[src/rtl/pipeline_control.sv]
`timescale 1ns/1ps
// pipeline_control
// Central sequencer for the five-stage MIPS pipeline. Holds the debug
// run/step/halt mode, decodes per-cycle PC and stage enables plus the
// stage flushes for load-use stalls and branches resolved in MEM, and
// counts enabled cycles for the debug unit.
//
// Debug commands (i_start, i_step, i_stop) are single-cycle pulses with no
// handshake: a pulse is sampled at the next rising edge and its effect is
// visible on the outputs in the following cycle. Pulses that the current
// mode does not accept are simply dropped.
module pipeline_control #(
    parameter int NB_REG = 5,
    parameter int NB_CNT = 32
) (
    input  logic              i_clock,
    input  logic              i_reset,
    input  logic              i_start,
    input  logic              i_step,
    input  logic              i_stop,
    input  logic              i_WB_halt,
    input  logic              i_ID_EX_mem_read,
    input  logic [NB_REG-1:0] i_ID_EX_rt,
    input  logic [NB_REG-1:0] i_IF_ID_rs,
    input  logic [NB_REG-1:0] i_IF_ID_rt,
    input  logic              i_MEM_branch_taken,
    output logic              o_pc_enable,
    output logic              o_pc_src,
    output logic              o_stage_enable,
    output logic              o_IF_ID_write,
    output logic              o_IF_ID_flush,
    output logic              o_ID_EX_flush,
    output logic              o_EX_MEM_flush,
    output logic [1:0]        o_state,
    output logic              o_halted,
    output logic [NB_CNT-1:0] o_cycle_count
);

    typedef enum logic [1:0] {
        ST_IDLE   = 2'd0,
        ST_RUN    = 2'd1,
        ST_STEP   = 2'd2,
        ST_HALTED = 2'd3
    } state_t;

    state_t            state;
    state_t            state_next;
    logic [NB_CNT-1:0] cycle_count;
    logic              en;
    logic              load_use;
    logic              branch;

    // The pipeline only advances while free-running or during a single step.
    assign en       = (state == ST_RUN) || (state == ST_STEP);
    // A load in EX whose destination (other than $zero) feeds the instruction in ID.
    assign load_use = en && i_ID_EX_mem_read && (i_ID_EX_rt != '0) &&
                      ((i_ID_EX_rt == i_IF_ID_rs) || (i_ID_EX_rt == i_IF_ID_rt));
    assign branch   = en && i_MEM_branch_taken;

    // Mode register; reset wins over every command.
    always_ff @(posedge i_clock) begin
        if (i_reset) begin
            state <= ST_IDLE;
        end else begin
            state <= state_next;
        end
    end

    // Mode transitions driven by debug commands and the HALT instruction reaching WB.
    always_comb begin
        state_next = state;
        case (state)
            ST_IDLE: begin
                if (i_stop) begin
                    state_next = ST_IDLE;
                end else if (i_start) begin
                    state_next = ST_RUN;
                end else if (i_step) begin
                    state_next = ST_STEP;
                end
            end
            ST_RUN: begin
                if (i_WB_halt) begin
                    state_next = ST_HALTED;
                end else if (i_stop) begin
                    state_next = ST_IDLE;
                end
            end
            ST_STEP: begin
                state_next = i_WB_halt ? ST_HALTED : ST_IDLE;
            end
            ST_HALTED: begin
                state_next = ST_HALTED;
            end
            default: begin
                state_next = ST_IDLE;
            end
        endcase
    end

    // Enable/flush decode: a taken branch squashes the three younger stages and
    // overrides any stall; otherwise a load-use hazard holds PC and IF/ID for
    // one cycle and injects a bubble into ID/EX.
    always_comb begin
        o_pc_enable    = 1'b0;
        o_pc_src       = 1'b0;
        o_IF_ID_write  = 1'b0;
        o_IF_ID_flush  = 1'b0;
        o_ID_EX_flush  = 1'b0;
        o_EX_MEM_flush = 1'b0;
        if (branch) begin
            o_pc_enable    = 1'b1;
            o_pc_src       = 1'b1;
            o_IF_ID_write  = 1'b1;
            o_IF_ID_flush  = 1'b1;
            o_ID_EX_flush  = 1'b1;
            o_EX_MEM_flush = 1'b1;
        end else if (load_use) begin
            o_ID_EX_flush  = 1'b1;
        end else begin
            o_pc_enable    = en;
            o_IF_ID_write  = en;
        end
    end

    // Executed-cycle counter: counts every enabled cycle, stalls included,
    // and sticks at all-ones rather than wrapping.
    always_ff @(posedge i_clock) begin
        if (i_reset) begin
            cycle_count <= '0;
        end else if (en && (cycle_count != '1)) begin
            cycle_count <= cycle_count + {{(NB_CNT-1){1'b0}}, 1'b1};
        end
    end

    assign o_stage_enable = en;
    assign o_state        = state;
    assign o_halted       = (state == ST_HALTED);
    assign o_cycle_count  = cycle_count;

endmodule

[config.mk]
export PLATFORM = sky130hd
export DESIGN_NAME = pipeline_control
export DESIGN_NICKNAME = d
export VERILOG_FILES = /design/src/rtl/pipeline_control.sv
export SDC_FILE = /design/constraint.sdc
export NUM_CORES = 1
export LEC_CHECK = 0
export BUFFER_PORTS_ARGS = -buffer_cell sky130_fd_sc_hd__buf_2
export CAP_MARGIN = 20
export CORE_MARGIN = 3
export CORE_UTILIZATION = 55
export DETAILED_ROUTE_END_ITERATION = 10
export PLACE_DENSITY = 0.91
export SLEW_MARGIN = 20
export SYNTH_ARGS = -nofsm -noshare
export SYNTH_HDL_FRONTEND = slang
export SYNTH_SLANG_ARGS = --single-unit
[constraint.sdc]
create_clock -name i_clock -period 6 [get_ports i_clock]
set_input_delay 0.3 -clock i_clock [delete_from_list [all_inputs] [get_ports i_clock]]
set_output_delay 0.3 -clock i_clock [all_outputs]
set_load 0.01 [all_outputs]
==> summary.md <==
| Metric | Value |
|---|---|
| Status | `finished clean` |
| Longest Clk Path Bufs | `2` |
| # resized after CTS | `0` |
| Min-Delay Path Class | `input port to flip-flop` |
| Chip Width | `67.3 µm` |
| Final Power | `0.507 mW` |
| Area Overhead vs Synth | `18.7%` |
| P per Cell Area | `206 nW/µm²` |
| Core Region | `3470 µm²` |
| # rows | `21` |
| Slowest CP cell | `nor4_4` |
| Top Ports | `65` |
| WHS | `0.412 ns` |
| CTS root buf | `clkbuf_8` |
| Post-CTS setup buffers | `0` |
| Largest net degree at the start of global routing | `38` |
| Clock Skews | `0.00680 ns` |
| Detail Route Antenna Nets | `0` |
| Synthesized cell area | `2070 µm²` |
| Post-synthesis cell count | `246` |
| Via count | `2,051` |
| TritonCTS clock tree | `done` |
| Initial DRC count | `194` |
| Avg Synthesized Cell Area | `8.41 µm²` |
| Worst Path Buf+Inv | `0` |
| Number of buffers created by CTS | `5` |
| Adder-Cell Fraction of Synth Area | `3.02%` |
| # nets final | `330` |
| Largest family of logic cells by synthesized area | `simple AND/OR/NAND/NOR gates` |
| Avg WL per Cell | `14.2 µm` |
| Cells along the critical path | `nand4_2 > or2_0 > nor4_4 > nor3b_1 > mux2_4` |
| Final hold vios | `0` |
| CP required | `6.18 ns` |
| # fillers | `289` |
| Clock-pin slew on the worst setup and hold paths | `0.07 ns` |
| Synth Area in Simple Gates | `31.9%` |
| CP Capture Type | `flip-flop` |
| Vias in the first global route | `1,812` |
| Setup slack after layout | `3.48 ns` |
| Leading cell types by total area after synthesis | `dfxtp_1 33%, a21oi_1 6.0%, xnor2_1 4.7%` |
| Starting Density | `59.7%` |
| Tmin final | `2.52 ns` |
| Final instance area | `2460 µm²` |
| Post-synthesis compound-gate area fraction | `18.7%` |
| Final count of pins violating max slew | `0` |
| Lkg Pwr | `1.00 nW` |
| Commonest non-fill, non-tap cell in the layout | `buf_2` |
| Max Cap Viol | `0` |
| Startpoint types | `flip-flop` |
| Clock Sinks | `34` |
| Largest area contributor in the netlist | `dfxtp_1` |
| Slew at the pin with the worst max-slew slack | `0.848 ns` |
| Final period util | `42.0%` |
| R2r setup slk | `3.48 ns` |
| Post-Syn Nets | `274` |
| First-pass GRT wire length | `8080 µm` |
| RSZ-0062 raised after global routing | `false` |
| Die ar. | `4530 µm²` |
| Setup CP Type | `flip-flop to flip-flop` |
| Sequential share of the synthesized area | `32.9%` |
| Peak Freq | `397 MHz` |
| Number of setup violations in the final report | `0` |
| Dpl hpwl | `3640 µm` |
| Share of layout cells above drive strength 1 | `27.1%` |
| Antenna violations before repair | `0` |
| Net switching power | `0.126 mW` |
| Synth top area share | `32.9%` |
| Aggregate global routing overflow | `0` |
| Top delay family on crit path | `simple AND/OR/NAND/NOR gates` |
| Mux cell area share after synthesis | `2.18%` |
| Placed inst area | `2340 µm²` |
| Placed Cells incl. Taps | `341` |
| ANT cells | `0` |
| Largest stage delay, worst path | `0.87 ns` |
| Worst-Skew Late Latency | `0.29 ns` |
| Port bufs | `64` |
| Drt pass-1 iters | `4` |
| Worst Path Max Fanout | `21` |
| Syn. warnings | `0` |
| Clock power share | `40.8%` |
| Crit path DAT | `2.70 ns` |
| Most frequent cells in the layout | `64 x buf_2, 34 x dfxtp_1, 25 x a21oi_1` |
| Synthesis-stage register bit count | `34` |
| Max rail drop VDD | `0.000195 V` |
| Internal cell power | `0.381 mW` |
| Placer Congestion | `0.788` |
| Die H | `67.3 µm` |
| H-tree level count | `2` |
| Pre-CTS setup slack | `3.51 ns` |
| GRT Total Usage | `23.3%` |
| Post-synth EDFFs | `0` |
| Hold_buf cts | `0` |
| Non-filler instance count after layout | `349` |
| Net Sw Frac | `24.8%` |
| Gate power share | `13.0%` |
| Synth cell types | `44` |
| Final core occ | `70.8%` |
| Post-Route Setup TNS | `0 ns` |
| Relative slew slack | `43.0%` |
| Post-synthesis xor/xnor area fraction | `5.50%` |
| Ys async rst share | `0%` |
| Post-Route WL | `4940 µm` |
| Most common flop cell mapped by yosys | `dfxtp_1` |
| Sequential power share | `46.3%` |
| Number of remaining DRC errors | `0` |
| Via density | `5.88` |
==> logic make-up (layout without fill, tap and decap cells) <==
kind of cell	Yosys count	after routing
fa+ha+maj	5	5
mux	4	4
compound gates	62	62
buf+inv	19	76
flops	34	34
xor+xnor	13	13
simple gates	109	109
==> layer usage <==
metal  up-vias  routed length (µm)  global-route usage, %
li1       1029                   -                      -
met1       952                2080                   27.7
met2        62                2520                   40.7
met3         8                 284                   6.32
met4         0                  54                   7.34
met5         -                   0                      0
==> state kept, by name, indices dropped and copies added (netlist names) <==
name	flops
o_state	2
o_cycle_count	32
==> worst paths after layout <==
check	startpoint	endpoint	cells after the start
hold / removal	i_start	o_state[1]$_SDFFE_PP0P_	4
hold reg to reg	o_cycle_count[15]$_SDFFE_PP0P_	o_cycle_count[15]$_SDFFE_PP0P_	2
setup / recovery	o_cycle_count[21]$_SDFFE_PP0P_	o_cycle_count[11]$_SDFFE_PP0P_	5
setup reg to reg	o_cycle_count[21]$_SDFFE_PP0P_	o_cycle_count[11]$_SDFFE_PP0P_	5
==> power by group through the flow <==
stage               sequential (mW)  clock (mW)  combinational [mW]
floorplan                     0.241           0              0.0423
global placement              0.240           0              0.0633
detailed placement            0.240           0              0.0653
CTS                           0.234       0.211              0.0661
global route                  0.235       0.220              0.0735
finish                        0.235       0.207              0.0657
==> worst register-to-register path, cell delays in order, from the launching register on <==
cell and delay [ns]:
dfxtp_1 0.45, nand4_2 0.13, or2_0 0.49, nor4_4 0.87, nor3b_1 0.16, mux2_4 0.33
==> cells in the mapped netlist, drive strengths merged (4+ instances only) <==
library cell and number:
nor2 14, clkbuf 4, ha 5, buf 11, o31ai 8, nand4 6
or4 10, o21ai 18, or3 15, xnor2 11, nand2 19, nand3 13
and4 6, dfxtp 34, a21oi 25, and3 9, inv 4
==> area by class of cell <==
cell class	count	area [µm²]	area share (%)
Clock inverter	3	40.0	1.63
Multi-Input combinational cell	193	1270	51.9
Tap cell	46	57.6	2.34
Sequential cell	34	681	27.7
Inverter	4	15.0	0.611
Timing Repair Buffer	64	320	13.0
Clock buffer	5	68.8	2.80
Note: power is estimated with default switching activity, not from simulation.
